$ cat config.mk
export PLATFORM = sky130hd
export DESIGN_NAME = idu_issue_ctrl
export DESIGN_NICKNAME = d
export VERILOG_FILES = /design/src/rtl/idu_issue_ctrl.sv
export SDC_FILE = /design/constraint.sdc
export NUM_CORES = 1
export LEC_CHECK = 0
export CORE_ASPECT_RATIO = 0.9
export CORE_MARGIN = 5
export CORE_UTILIZATION = 52
export DETAILED_ROUTE_END_ITERATION = 10
export PLACE_DENSITY_LB_ADDON = 0.15
export REMOVE_ABC_BUFFERS = 1
export SLEW_MARGIN = 10
export SYNTH_ARGS = -nofsm -noshare
export SYNTH_HDL_FRONTEND = slang
export SYNTH_SLANG_ARGS = --single-unit
$ cat constraint.sdc
create_clock -name i_clk -period 5.55 [get_ports i_clk]
set_input_delay 1.3875 -clock i_clk [delete_from_list [all_inputs] [get_ports i_clk]]
set_output_delay 1.3875 -clock i_clk [all_outputs]
set_load 0.02 [all_outputs]
$ cat src/rtl/idu_issue_ctrl.sv
// idu_issue_ctrl: single-slot issue stage between the IDU and the EXU.
// Holds one decoded instruction in a registered slot with valid/ready on both sides.
// A per-register scoreboard blocks issue while any source or destination
// register of the incoming instruction has an outstanding write, including
// a write still waiting in the slot itself. Hazard stall cycles are counted.
// Optional feature macro: IDU_WB_BYPASS_EN. When it is defined, a register
// whose busy bit is being cleared by this cycle's writeback no longer blocks
// issue, so the dependent instruction is accepted in the writeback cycle.
module idu_issue_ctrl #(
  parameter int REG_ADDRW = 5,
  parameter int NREG      = 32
) (
  input  logic                 i_clk,
  input  logic                 i_rst_n,
  input  logic                 i_pre_valid,
  output logic                 o_pre_ready,
  input  logic [REG_ADDRW-1:0] i_rs1id,
  input  logic [REG_ADDRW-1:0] i_rs2id,
  input  logic [REG_ADDRW-1:0] i_rdid,
  input  logic                 i_rdwen,
  output logic                 o_post_valid,
  input  logic                 i_post_ready,
  output logic [REG_ADDRW-1:0] o_rs1id,
  output logic [REG_ADDRW-1:0] o_rs2id,
  output logic [REG_ADDRW-1:0] o_rdid,
  output logic                 o_rdwen,
  input  logic                 i_flush,
  input  logic                 i_wb_valid,
  input  logic [REG_ADDRW-1:0] i_wb_rdid,
  output logic [NREG-1:0]      o_busy,
  output logic [31:0]          o_stall_cnt
);

  typedef enum logic [0:0] {
    ST_EMPTY = 1'b0,
    ST_FULL  = 1'b1
  } state_e;

  state_e               state_r;
  state_e               state_nxt_s;
  logic [REG_ADDRW-1:0] rs1_r;
  logic [REG_ADDRW-1:0] rs2_r;
  logic [REG_ADDRW-1:0] rd_r;
  logic                 rdwen_r;
  logic [NREG-1:0]      busy_r;
  logic [NREG-1:0]      busy_nxt_s;
  logic [NREG-1:0]      wb_clr_s;
  logic [NREG-1:0]      busy_set_s;
  logic [NREG-1:0]      hit_vec_s;
  logic [31:0]          stall_cnt_r;
  logic                 fire_in_s;
  logic                 fire_out_s;
  logic                 dest_wr_s;
  logic                 slot_wr_s;
  logic                 slot_full_s;
  logic                 hazard_s;
  logic                 pre_ready_s;
  logic                 stall_inc_s;
  logic                 load_slot_s;

  assign slot_full_s = (state_r == ST_FULL);
  assign dest_wr_s   = i_rdwen & (i_rdid != {REG_ADDRW{1'b0}});
  assign slot_wr_s   = rdwen_r & (rd_r != {REG_ADDRW{1'b0}});

  // Decode the retiring write and the issuing write into one-hot register vectors.
  always_comb begin
    wb_clr_s   = {NREG{1'b0}};
    busy_set_s = {NREG{1'b0}};
    for (int i = 1; i < NREG; i++) begin
      wb_clr_s[i]   = i_wb_valid & (i_wb_rdid == REG_ADDRW'(i));
      busy_set_s[i] = fire_out_s & slot_wr_s & (rd_r == REG_ADDRW'(i));
    end
  end

  // Per-register hit: pending write in the scoreboard or in the not-yet-issued slot; x0 never hits.
  always_comb begin
    hit_vec_s = {NREG{1'b0}};
    for (int i = 1; i < NREG; i++) begin
`ifdef IDU_WB_BYPASS_EN
      hit_vec_s[i] = (busy_r[i] & ~wb_clr_s[i]) |
                     (slot_full_s & slot_wr_s & (rd_r == REG_ADDRW'(i)));
`else
      hit_vec_s[i] = busy_r[i] |
                     (slot_full_s & slot_wr_s & (rd_r == REG_ADDRW'(i)));
`endif
    end
  end

  // Hazard on either source, or on the destination (WAW), then the input-side ready.
  always_comb begin
    hazard_s    = i_pre_valid & (hit_vec_s[i_rs1id] | hit_vec_s[i_rs2id] |
                                 (dest_wr_s & hit_vec_s[i_rdid]));
    pre_ready_s = ~i_flush & ~hazard_s & (~slot_full_s | i_post_ready);
    fire_in_s   = i_pre_valid & pre_ready_s;
    fire_out_s  = slot_full_s & i_post_ready;
    stall_inc_s = i_pre_valid & hazard_s & ~i_flush;
  end

  // Slot state machine next-state; flush overrides every other transition.
  always_comb begin
    state_nxt_s = state_r;
    load_slot_s = 1'b0;
    if (i_flush) begin
      state_nxt_s = ST_EMPTY;
    end else begin
      case (state_r)
        ST_EMPTY: begin
          if (fire_in_s) begin
            state_nxt_s = ST_FULL;
            load_slot_s = 1'b1;
          end else begin
            state_nxt_s = ST_EMPTY;
          end
        end
        ST_FULL: begin
          if (fire_in_s) begin
            state_nxt_s = ST_FULL;
            load_slot_s = 1'b1;
          end else if (fire_out_s) begin
            state_nxt_s = ST_EMPTY;
          end else begin
            state_nxt_s = ST_FULL;
          end
        end
        default: begin
          state_nxt_s = ST_EMPTY;
        end
      endcase
    end
  end

  // Scoreboard next value: clear on writeback, set on issue (set wins), x0 pinned to zero.
  always_comb begin
    busy_nxt_s    = (busy_r & ~wb_clr_s) | busy_set_s;
    busy_nxt_s[0] = 1'b0;
  end

  // Slot state register.
  always_ff @(posedge i_clk) begin
    if (!i_rst_n) begin
      state_r <= ST_EMPTY;
    end else begin
      state_r <= state_nxt_s;
    end
  end

  // Slot payload registers; loaded on every accepted instruction.
  always_ff @(posedge i_clk) begin
    if (!i_rst_n) begin
      rs1_r   <= {REG_ADDRW{1'b0}};
      rs2_r   <= {REG_ADDRW{1'b0}};
      rd_r    <= {REG_ADDRW{1'b0}};
      rdwen_r <= 1'b0;
    end else if (load_slot_s) begin
      rs1_r   <= i_rs1id;
      rs2_r   <= i_rs2id;
      rd_r    <= i_rdid;
      rdwen_r <= i_rdwen;
    end
  end

  // Scoreboard register; flush leaves it alone since issued writes still retire.
  always_ff @(posedge i_clk) begin
    if (!i_rst_n) begin
      busy_r <= {NREG{1'b0}};
    end else begin
      busy_r <= busy_nxt_s;
    end
  end

  // Saturating hazard-stall counter.
  always_ff @(posedge i_clk) begin
    if (!i_rst_n) begin
      stall_cnt_r <= 32'd0;
    end else if (stall_inc_s && (stall_cnt_r != 32'hFFFF_FFFF)) begin
      stall_cnt_r <= stall_cnt_r + 32'd1;
    end
  end

  assign o_pre_ready  = pre_ready_s;
  assign o_post_valid = slot_full_s;
  assign o_rs1id      = rs1_r;
  assign o_rs2id      = rs2_r;
  assign o_rdid       = rd_r;
  assign o_rdwen      = rdwen_r;
  assign o_busy       = busy_r;
  assign o_stall_cnt  = stall_cnt_r;

endmodule

# Word level (Yosys, flattened, before mapping)
# Cells that the tools add are included.
[word_totals] regBits=81 input_bits=27 out_inout_bits=82 elab_cells=236
[classes] add_sub_neg=1 order_cmp=3 eq_ne=63 mux=11 n_bitwise=146 n_reduce_logical=4
[op_table] cell="5-bit equality test (second input constant)" n=32
[op_table] cell="1-bit bitwise AND" n=105
[op_table] cell="5-bit by 4-bit equality test with 1-bit output (second input constant)" n=16
[op_table] cell="5-bit by 3-bit equality test with 1-bit output (second input constant)" n=8
[op_table] cell="1-bit bitwise OR" n=34
[op_table] cell="32-bit by 1-bit adder with 32-bit output (second input constant)" n=1
[op_table] cell="32-bit bitwise AND" n=1
[op_table] cell="32-bit != test (second input constant)" n=1
[op_table] cell="32-bit inverter" n=1
[op_table] cell="32-bit bitwise OR" n=1
[op_table] cell="5-bit by 2-bit equality test with 1-bit output (second input constant)" n=4
[op_table] cell="5-bit by 6-bit < comparator with 1-bit output (second input constant)" n=3
[op_table] cell="1-bit binary-select mux with 5-bit select" n=3
[op_table] cell="5-bit by 1-bit equality test with 1-bit output (second input constant)" n=2
[op_table] cell="5-bit nonzero test" n=2
[op_table] cell="1-bit two-way mux" n=7
[op_table] cell="1-bit inverter" n=4
[op_table] cell="1-bit one-hot mux with 2 select lines" n=1
[op_table] cell="2-bit OR reduction" n=1
[op_table] cell="1-bit logical AND" n=1

# Longest topological paths before layout
# Gate-level depths: netlist of the first run.
[logic_depth] ltp_word=16 mapped_depth=15 ltp_nobuf=9

# Worst setup path before layout of the first run
# No wires, ideal clock.
[synth_timing] path_type="input-to-output" start="input port i_rdid[1]" end="output port o_pre_ready" arrival_time_ps=3716 required_time_ps=4163 setup_slack_ps=446 cell_stages=11 path_buffers=4 path_cell_list="clkbuf_1 a211oi_1 a2111oi_0 or3_1 or4_1 a2111oi_2 a21bo_1 buf_6 buf_6 buf_2 and2_1"
[synth_via] elab_chain_cells=8 word_cells_on_any_way=10 classes_between="mux (2); bitwise (7); reduce/logical (1)"
[synth_lines] element="start, declared" line_no="19" source="input logic [REG_ADDRW-1:0] i_rdid,"
[synth_lines] element="1-bit binary-select mux with 5-bit select / 5-bit nonzero test (equally long branches)" line_no="92, 62"
[synth_lines] element="1-bit two-way mux (implied by the code) / 1-bit bitwise AND (equally long branches)" line_no="92, 62"
[synth_lines] element="1-bit bitwise AND *" line_no="92" source="(dest_wr_s & hit_vec_s[i_rdid]));"
[synth_lines] element="1-bit bitwise OR *" line_no="91" source="hazard_s = i_pre_valid & (hit_vec_s[i_rs1id] | hit_vec_s[i_rs2id] |"
[synth_lines] element="1-bit bitwise AND *" line_no="91"
[synth_lines] element="1-bit inverter *" line_no="93" source="pre_ready_s = ~i_flush & ~hazard_s & (~slot_full_s | i_post_ready);"
[synth_lines] element="1-bit bitwise AND * (2 in series)" line_no="93"
[synth_lines] element="end, declared" line_no="16" source="output logic o_pre_ready,"
# Every way passes the cells marked *; elsewhere a longest branch is shown, timed or not. The select of a mux whose other input is x is not followed.

# Worst setup path after layout of the first run
# Ends and elaborated chain as after synthesis.

==> key figures, run 1 <==
Clock network
  – CTS resizes: 2
  – Post-CTS setup buffers: 0
  – Max H-tree Level: 3
  – Clk root buf: clkbuf_8
  – Longest Clk Path Bufs: 2
  – Hold_buf cts: 0
  – Cts bufs inserted: 9
  – Num Clock Sinks: 80
  – Worst-skew pair later-pin latency: 0.37 ns
  – CTS tree: built
  – Clock transition at path regs: 0.08 ns

STA
  – Endpoints failing setup: 0
  – Tmin final: 5.36 ns
  – Worst slew pin tran: 1.29 ns
  – Fmax: 0.186 GHz
  – Fin. Hold Viols: 0
  – Fin. max-slew vios: 0
  – Layout Skew: 0.0145 ns
  – RSZ-0062 raised after global routing: false
  – Relative slew slack: 12.9%
  – Tcrit/Tclk final: 96.7%

Setup path
  – Critical setup path kind: input port to primary output
  – Startpoint Class: input port
  – Max FO, Critical Path: 3
  – CP arrival: 3.98 ns
  – Worst setup EP type: primary output
  – R2R Setup Slk: 1.51 ns
  – Data required, critical path: 4.16 ns

Floorplan
  – Cell row count: 34
  – Die Footprint: 11900 um^2
  – IO Count: 109
  – Starting density of the core: 53.0%
  – Die Wd: 114 um
  – Core Footprint: 9610 um^2
  – Die H: 104 um

Power and ir drop
  – Worst vdd ir: 134 uV
  – Power density over the cells: 181 nW/um^2
  – Pleak: 2.22 nW

Synthesis
  – Top_reg_cell synth: dfxtp_1
  – Seq/Total Area, Yosys: 31.4%
  – Synthesized flop and latch total: 80
  – Unique masters post-synth: 62
  – Number of synthesized flops with an enable pin: 0
  – Post-synthesis cell area: 5100 um^2
  – Share of synthesized registers carrying an async set or reset: 0%
  – Synth Area per Inst: 8.13 um^2
  – Ys Warns: 0
  – Cell count after synthesis: 627

Hold path
  – Worst min-delay path class: flip-flop to flip-flop

Final layout
  – Share of cells above drive strength 1: 10.6%
  – Final core utilization: 68.2%
  – Final-layout fill cell count: 844
  – Layout Cells excl Fill: 864
  – Nets@finish: 761
  – Synth-to-layout area growth: 28.6%
  – Diodes inserted: 0
  – Post-route cell area: 6560 um^2

Global routing
  – Initial antenna violation count: 0
  – Gr usage total: 28.6%
  – Global route overflow: 0
  – First-pass GRT wire length: 27500 um
  – Vias in the first global route: 5136
  – Pin count of the biggest net entering global routing: 63

Place
  – Number of port buffers: 107
  – Final HPWL DP: 13000 um
  – Cell area after placement: 6370 um^2
  – Gpl congestion: 0.953
  – Placed Cells: 848

Drt
  – Drc violations: 0
  – 1st-iter DRT viols: 597
  – Wire per inst: 20.5 um
  – Routed vias: 5653
  – First-pass DRT Iterations: 5
  – Vias/cell: 6.54
  – Post-Route WL: 17700 um
  – Post-route ant nets: 0

Flow run
  – Max-Cap Viols: 0

Outcome
  – Outcome: complete, no violations
[cell usage in the layout (no fill, tap or decap), drive strengths merged, types with 5 or more instances in the layout]
| cell type | netlist | routed |
|---|---|---|
| a2111oi | 8 | 8 |
| nor4 | 11 | 11 |
| nand2 | 73 | 73 |
| dfxtp | 80 | 80 |
| inv | 13 | 15 |
| o31ai | 10 | 10 |
| and3 | 8 | 8 |
| a21oi | 78 | 78 |
| o21ai | 34 | 34 |
| clkbuf | 31 | 12 |
| nand2b | 21 | 21 |
| mux2i | 31 | 31 |
| o41ai | 10 | 10 |
| buf | 18 | 37 |
| nor4b | 5 | 5 |
| or4 | 14 | 14 |
| and4bb | 6 | 6 |
| nor2 | 29 | 29 |
| o311ai | 7 | 7 |
| nor3 | 14 | 14 |
| or3 | 8 | 8 |
| a211oi | 15 | 15 |
| mux4 | 9 | 9 |
| nand4 | 11 | 11 |
| and4b | 5 | 5 |
| clkdlybuf4s50 | 0 | 106 |
| a211o | 11 | 11 |
| nand3 | 21 | 21 |
[flip-flops by register name (all words and copies together), names as in the netlist]
| name | count |
|---|---|
| o_rdid | 5 |
| o_busy | 31 |
| o_post_valid | 1 |
| o_rs2id | 5 |
| o_stall_cnt | 32 |
| o_rs1id | 5 |
| o_rdwen | 1 |
[path summary, 6_finish.rpt]
kind | start | endpoint | depth (start not counted)
max | i_rdid[1] | o_pre_ready | 10
min | o_stall_cnt[24]$_SDFFE_PN0P_ | o_stall_cnt[24]$_SDFFE_PN0P_ | 2
max reg2reg | o_rdid[0]$_SDFFE_PN0P_ | o_stall_cnt[14]$_SDFFE_PN0P_ | 10
min reg2reg | o_stall_cnt[24]$_SDFFE_PN0P_ | o_stall_cnt[24]$_SDFFE_PN0P_ | 2
[per-layer routing]
metal | vias up | wire length (um) | track usage (%)
li1 | 2605 | - | -
met1 | 2694 | 7710 | 41.0
met2 | 326 | 7870 | 42.8
met3 | 28 | 1850 | 7.50
met4 | 0 | 274 | 6.87
met5 | - | 0 | 0
[cells in the mapped netlist, types with 4 or more instances]
library cell	number	area [um^2]
mux2i_1	31	310
nand2_1	73	274
o21ai_0	32	160
a211oi_1	15	113
a211o_1	11	96.3
inv_1	12	45.0
nand4b_1	4	35.0
and4bb_2	5	62.6
or3_1	8	50.1
o41ai_1	10	87.6
nor2_1	29	109
clkbuf_1	31	116
or4_1	14	105
nand3_1	21	105
and3_1	8	50.1
nor3_1	14	70.1
dfxtp_1	80	1600
a2111oi_0	6	52.6
buf_2	10	50.1
and4b_1	5	50.1
nand4_1	11	68.8
nor4b_2	4	60.1
buf_4	4	30.0
nand2b_1	21	131
mux4_2	9	203
o31ai_1	10	75.1
and2_1	4	25.0
nor4_1	11	68.8
o311ai_1	7	61.3
a21oi_1	77	385
nor2b_1	4	25.0
[final cells by class]
| type | instances | area, um^2 | area share [%] |
|---|---|---|---|
| Tap cell | 126 | 158 | 2.40 |
| Sequential cell | 80 | 1600 | 24.4 |
| Clock inverter | 5 | 38.8 | 0.591 |
| Clock buffer | 11 | 141 | 2.16 |
| Inverter | 14 | 52.6 | 0.801 |
| Timing Repair Buffer | 144 | 1340 | 20.5 |
| Multi-Input combinational cell | 484 | 3220 | 49.2 |
[critical path, stage by stage]
cell	delay (ns)
clkdlybuf4s50_1	0.51
inv_1	0.08
a211oi_1	0.22
a2111oi_0	0.10
or3_1	0.38
or4_1	0.46
a2111oi_4	0.35
a21bo_1	0.17
and2_1	0.14
clkbuf_2	0.17
[kinds of logic after synthesis]
family	Yosys count	share of synthesized area, %
AO/OA/AOI/OAI	194	24.9
adder cells (fa/ha/maj)	1	0.245
buffers and inverters	63	5.62
flip-flops	80	31.4
multiplexers	40	10.1
other	1	0.0735
AND/OR/NAND/NOR	248	27.7
[per-stage QoR]
stage / TNS [ns] / setup WS [ns] / hold WS [ns] / total power (W)
2_1_floorplan: 0 / 0.0820 / 0.542 / 0.000685
3_5_place_dp: -0.293 / -0.293 / 0.478 / 0.000785
4_1_cts: 0 / 0.00235 / 0.491 / 0.00119
3_3_place_gp: -0.205 / -0.205 / 0.457 / 0.000781
5_1_grt: 0 / 0.129 / 0.522 / 0.00123
6_report: 0 / 0.185 / 0.484 / 0.00119
[where the power goes]
group	internal, W	total [W]	switching (W)
clock	0.000178	0.000412	0.000234
sequential	0.000580	0.000592	0.0000117
combinational	0.0000776	0.000185	0.000107
total	0.000836	0.00119	0.000353
No activity file was read; power rests on OpenSTA's default activity.
==> run 2: changes to the inputs <==
- SETUP_SLACK_MARGIN: not set -> 0.15
- SKIP_LAST_GASP: not set -> 1
==> run 2 against run 1 <==
Effect of this change:
- global-route usage about the same
- core utilization increased by 0.065 points
- register-to-register slack about the same
- final cell count unchanged
- clock-buffer cell count unchanged
- critical path type unchanged
- critical endpoint unchanged
==> key figures, run 2 (synthesis gave the netlist of run 1 again) <==
Outcome
  – Outcome: complete, no violations (unchanged)

STA
  – Worst slew pin tran: 1.28 ns (was 1.29 ns)
  – Fmax: 0.188 GHz (was 0.186 GHz)
  – Tmin final: 5.33 ns (was 5.36 ns)
  – Layout Skew: 0.0123 ns (was 0.0145 ns)
  – Fin. Hold Viols: 0 (unchanged)
  – Endpoints failing setup: 0 (unchanged)
  – Relative slew slack: 14.1% (was 12.9%)
  – RSZ-0062 raised after global routing: false (unchanged)
  – Fin. max-slew vios: 0 (unchanged)
  – Final WS setup: 0.218 ns (was 0.185 ns)
  – Tcrit/Tclk final: 96.1% (was 96.7%)

Floorplan
  – Die Wd: 114 um (unchanged)
  – IO Count: 109 (unchanged)
  – Core Footprint: 9610 um^2 (unchanged)
  – Die H: 104 um (unchanged)
  – Cell row count: 34 (unchanged)
  – Starting density of the core: 53.0% (unchanged)
  – Die Footprint: 11900 um^2 (unchanged)

Clock network
  – Hold_buf cts: 0 (unchanged)
  – CTS tree: built (unchanged)
  – Max H-tree Level: 3 (unchanged)
  – Worst-skew pair later-pin latency: 0.37 ns (about the same)
  – Clk root buf: clkbuf_8 (unchanged)
  – Num Clock Sinks: 80 (unchanged)
  – Longest Clk Path Bufs: 2 (unchanged)
  – Cts bufs inserted: 9 (unchanged)
  – Clock transition at path regs: 0.08 ns (about the same)

Final layout
  – Max reg flops: 32 (unchanged)
  – Diodes inserted: 0 (unchanged)
  – Most common cell after layout, fill and taps aside: clkdlybuf4s50_1 (unchanged)
  – Share of cells above drive strength 1: 10.7% (was 10.6%)
  – Final-layout fill cell count: 846 (was 844)
  – Synth-to-layout area growth: 28.8% (was 28.6%)
  – Nets@finish: 761 (unchanged)
  – Final core utilization: 68.3% (was 68.2%)
  – Most frequent cells in the layout: 105 x clkdlybuf4s50_1, 80 x dfxtp_1, 77 x a21oi_1 (was 106 x clkdlybuf4s50_1, 80 x dfxtp_1, 77 x a21oi_1)

Power and ir drop
  – Pleak: 2.23 nW (was 2.22 nW)
  – Worst vdd ir: 133 uV (was 134 uV)
  – Power density over the cells: 181 nW/um^2 (about the same)

Hold path
  – Worst min-delay path class: flip-flop to flip-flop (unchanged)

Setup path
  – Startpoint Class: input port (unchanged)
  – Data required, critical path: 4.16 ns (about the same)
  – Critical setup path kind: input port to primary output (unchanged)
  – Max FO, Critical Path: 3 (unchanged)
  – CP arrival: 3.94 ns (was 3.98 ns)
  – Worst setup EP type: primary output (unchanged)

Global routing
  – Vias in the first global route: 5136 (unchanged)
  – Global route overflow: 0 (unchanged)
  – Pin count of the biggest net entering global routing: 63 (unchanged)
  – Gr usage total: 28.6% (about the same)
  – First-pass GRT wire length: 27500 um (about the same)
  – Initial antenna violation count: 0 (unchanged)

Flow run
  – Max-Cap Viols: 0 (unchanged)

Drt
  – Post-Route WL: 17700 um (about the same)
  – Routed vias: 5657 (was 5653)
  – Post-route ant nets: 0 (unchanged)
  – Wire per inst: 20.5 um (about the same)
  – First-pass DRT Iterations: 5 (unchanged)
  – 1st-iter DRT viols: 630 (was 597)
  – Drc violations: 0 (unchanged)
  – Vias/cell: 6.55 (was 6.54)

Place
  – Final HPWL DP: 13000 um (unchanged)
  – Worst slack, placed: -0.293 ns (unchanged)
  – Gpl congestion: 0.953 (unchanged)
  – Number of port buffers: 107 (unchanged)
run 2: cell count changes in the layout (fill, tap and decap cells not counted):
cell,before,now
buf_2,0,1
clkbuf_2,1,0
clkdlybuf4s50_1,106,105
dlymetal6s2s_1,0,1
or4_1,14,13
or4_4,0,1
run 2: worst max-delay path, stage by stage:
cell and delay [ns]:
clkdlybuf4s50_1 0.51, inv_1 0.08, a211oi_1 0.22, a2111oi_0 0.10
or3_1 0.38, or4_4 0.44, a2111oi_4 0.34, a21bo_1 0.17
and2_1 0.13, buf_2 0.16
run 2: what timing repair did:
action,4_1_cts,5_1_grt
resized for setup,4,3
buffers inserted,0,0
pin swaps,1,1
setup endpoints to repair,1,1
run 2: per-stage QoR:
step	hold slack, ns	cell area (um^2)	cells	TNS (ns)	total power (W)
detailed placement	0.478	6370	848	-0.293	0.000785
CTS	0.491	6570	864	0	0.00119
finish	0.484	6570	864	0	0.00119
global route	0.522	6570	864	0	0.00123
floorplan	0.542	4870	578	0	0.000685
global placement	0.457	6370	848	-0.205	0.000781
run 2: final cells by class:
type,count,area (um^2),area share [%]
sequential,80,1600,24.4
tap,126,158,2.40
clock buffer,11,141,2.15
clock inverter,5,38.8,0.591
multi-input combinational,484,3230,49.2
inverter,14,52.6,0.800
timing repair buffer,144,1350,20.5
run 2: worst paths after layout:
path | endpoint | start | slack [ns] | cells past startpoint
worst max register to register | o_stall_cnt[10]$_SDFFE_PN0P_ | o_rdid[1]$_SDFFE_PN0P_ | 1.52 | 10
worst min-delay path | o_stall_cnt[24]$_SDFFE_PN0P_ | o_stall_cnt[24]$_SDFFE_PN0P_ | 0.48 | 2
worst min register to register | o_stall_cnt[24]$_SDFFE_PN0P_ | o_stall_cnt[24]$_SDFFE_PN0P_ | 0.48 | 2
worst max-delay path | o_pre_ready | i_rdid[1] | 0.22 | 10
run 2: where the power goes:
| part | leakage, nW | switching [W] | total [W] | internal (W) |
|---|---|---|---|---|
| Clock | 0.0903 | 0.000233 | 0.000412 | 0.000178 |
| Combinational | 1.49 | 0.000108 | 0.000186 | 0.0000777 |
| Sequential | 0.645 | 0.0000118 | 0.000592 | 0.000580 |
run 2: metal layers:
metal	GRT usage [%]	share of wire (%)	up-vias
li1	-	-	2613
met2	42.8	45	337
met1	41.0	44	2679
met4	6.87	1.5	0
met5	0	0	-
met3	7.50	10	28
==> run 3: changes to the inputs <==
- CAP_MARGIN: not set -> 30
- CTS_CLUSTER_DIAMETER: not set -> 80
==> run 3 against run 2 <==
Effect of this change:
- register-to-register slack is essentially flat
- design area grew 0.74%
- combinational power hardly changed
- largest power group unchanged
- highest routed layer unchanged
==> key figures, run 3 (synthesis gave the netlist of run 1 again) <==
Outcome
  – Outcome: complete, no violations (unchanged)

Setup path
  – Worst setup EP type: primary output (unchanged)
  – Worst Reg-to-Reg Cells: 10 (unchanged)
  – Data required, critical path: 4.16 ns (about the same)
  – R2R Setup Slk: 1.53 ns (was 1.52 ns)
  – Critical setup path kind: input port to primary output (unchanged)
  – Max FO, Critical Path: 3 (unchanged)
  – Startpoint Class: input port (unchanged)
  – CP arrival: 3.94 ns (about the same)

STA
  – Tmin final: 5.32 ns (was 5.33 ns)
  – Fmax: 0.188 GHz (about the same)
  – RSZ-0062 raised after global routing: false (unchanged)
  – Fin. max-slew vios: 0 (unchanged)
  – Hold slack: 0.485 ns (was 0.484 ns)
  – Tcrit/Tclk final: 95.9% (was 96.1%)
  – Layout Skew: 0.00868 ns (was 0.0123 ns)
  – Fin. Hold Viols: 0 (unchanged)
  – Endpoints failing setup: 0 (unchanged)
  – Final TNS setup: 0 ns (unchanged)
  – Relative slew slack: 40.5% (was 14.1%)
  – Final WS setup: 0.227 ns (was 0.218 ns)
  – Worst slew pin tran: 0.893 ns (was 1.28 ns)

Final layout
  – Register area: 1600 um^2 (unchanged)
  – Most frequent cells in the layout: 106 x clkdlybuf4s50_1, 80 x dfxtp_1, 77 x a21oi_1 (was 105 x clkdlybuf4s50_1, 80 x dfxtp_1, 77 x a21oi_1)
  – Multi-input logic area: 3230 um^2 (unchanged)
  – Share of cells above drive strength 1: 11.5% (was 10.7%)
  – Synth-to-layout area growth: 29.7% (was 28.8%)
  – Diodes inserted: 0 (unchanged)
  – Final-layout fill cell count: 814 (was 846)
  – Most common cell after layout, fill and taps aside: clkdlybuf4s50_1 (unchanged)
  – Nets@finish: 765 (was 761)
  – Max reg flops: 32 (unchanged)

Global routing
  – First-pass GRT wire length: 27800 um (was 27500 um)
  – Gr usage total: 28.9% (was 28.6%)
  – Global route overflow: 0 (unchanged)
  – Pin count of the biggest net entering global routing: 54 (was 63)
  – Initial antenna violation count: 0 (unchanged)
  – Vias in the first global route: 5104 (was 5136)

Hold path
  – Worst hold stages: 2 (unchanged)
  – Worst min-delay path class: flip-flop to flip-flop (unchanged)

Clock network
  – Num Clock Sinks: 80 (unchanged)
  – CTS tree: built (unchanged)
  – Longest Clk Path Bufs: 2 (unchanged)
  – Clk root buf: clkbuf_8 (unchanged)
  – Max H-tree Level: 3 (unchanged)
  – Post-CTS setup buffers: 0 (unchanged)
  – Hold_buf cts: 0 (unchanged)
  – Clock transition at path regs: 0.09 ns (was 0.08 ns)
  – Cts bufs inserted: 9 (unchanged)
  – Worst-skew pair later-pin latency: 0.37 ns (about the same)

Drt
  – Vias/cell: 6.61 (was 6.55)
  – Drc violations: 0 (unchanged)
  – Routed vias: 5741 (was 5657)
  – First-pass DRT Iterations: 7 (was 5)
  – Wire per inst: 20.6 um (was 20.5 um)
  – 1st-iter DRT viols: 618 (was 630)
  – Post-Route WL: 17900 um (was 17700 um)
  – Post-route ant nets: 0 (unchanged)

Place
  – Gpl congestion: 0.953 (unchanged)
  – Worst slack, placed: -0.290 ns (was -0.293 ns)
  – Final HPWL DP: 13100 um (was 13000 um)
  – Number of port buffers: 107 (unchanged)

Power and ir drop
  – Pleak: 2.25 nW (was 2.23 nW)
  – Power density over the cells: 185 nW/um^2 (was 181 nW/um^2)
  – Worst vdd ir: 123 uV (was 133 uV)

Floorplan
  – Die Footprint: 11900 um^2 (unchanged)
  – Die H: 104 um (unchanged)
  – Starting density of the core: 53.0% (unchanged)
  – Cell row count: 34 (unchanged)
  – Core Footprint: 9610 um^2 (unchanged)
  – Die Wd: 114 um (unchanged)
  – IO Count: 109 (unchanged)

Flow run
  – Max-Cap Viols: 0 (unchanged)
[run 3: cell type report]
type / instances / area share [%]
clock buffers: 10 / 2.08
clock inverters: 6 / 0.851
inverters: 14 / 0.794
multi-input cells: 484 / 48.8
flip-flops and latches: 80 / 24.2
well taps: 126 / 2.38
repair buffers: 148 / 20.9
[run 3: metrics by stage]
step           util, %  instance area [um^2]  instances  total power, W
3_3_place_gp      66.3                  6370        848        0.000781
4_1_cts           68.8                  6610        867         0.00122
2_1_floorplan        -                  4870        578        0.000685
6_report          68.8                  6620        868         0.00122
5_1_grt           68.8                  6620        868         0.00127
3_5_place_dp      66.6                  6400        851        0.000788
[run 3: worst max-delay path, cell delays in order]
cell and delay (ns):
clkdlybuf4s50_1 0.53, inv_1 0.09, a211oi_1 0.22, a2111oi_0 0.10
or3_1 0.39, or4_4 0.44, a2111oi_4 0.31, a21bo_1 0.17
and2_1 0.14, buf_2 0.17
[run 3: power breakdown]
part	total [W]	switching [W]	internal [W]
combinational	0.000188	0.000108	0.0000799
sequential	0.000591	0.0000115	0.000580
clock	0.000443	0.000257	0.000186
[run 3: worst paths after layout]
check | startpoint | endpoint
min | o_stall_cnt[24]$_SDFFE_PN0P_ | o_stall_cnt[24]$_SDFFE_PN0P_
max | i_rdid[1] | o_pre_ready
min reg2reg | o_stall_cnt[24]$_SDFFE_PN0P_ | o_stall_cnt[24]$_SDFFE_PN0P_
max reg2reg | o_rdid[3]$_SDFFE_PN0P_ | o_stall_cnt[7]$_SDFFE_PN0P_
[run 3: what timing repair did]
action,4_1_cts,5_1_grt
pin swaps,1,1
gates resized for setup,4,3
setup endpoints to repair,1,1
[run 3: per-layer routing]
metal	share of wire (%)	track usage, %	vias up	routed length (um)
li1	-	-	2610	-
met1	43	42.7	2739	7760
met2	44	42.3	362	7890
met3	11	7.68	30	1970
met4	1.5	5.68	0	262
met5	0	0	-	0
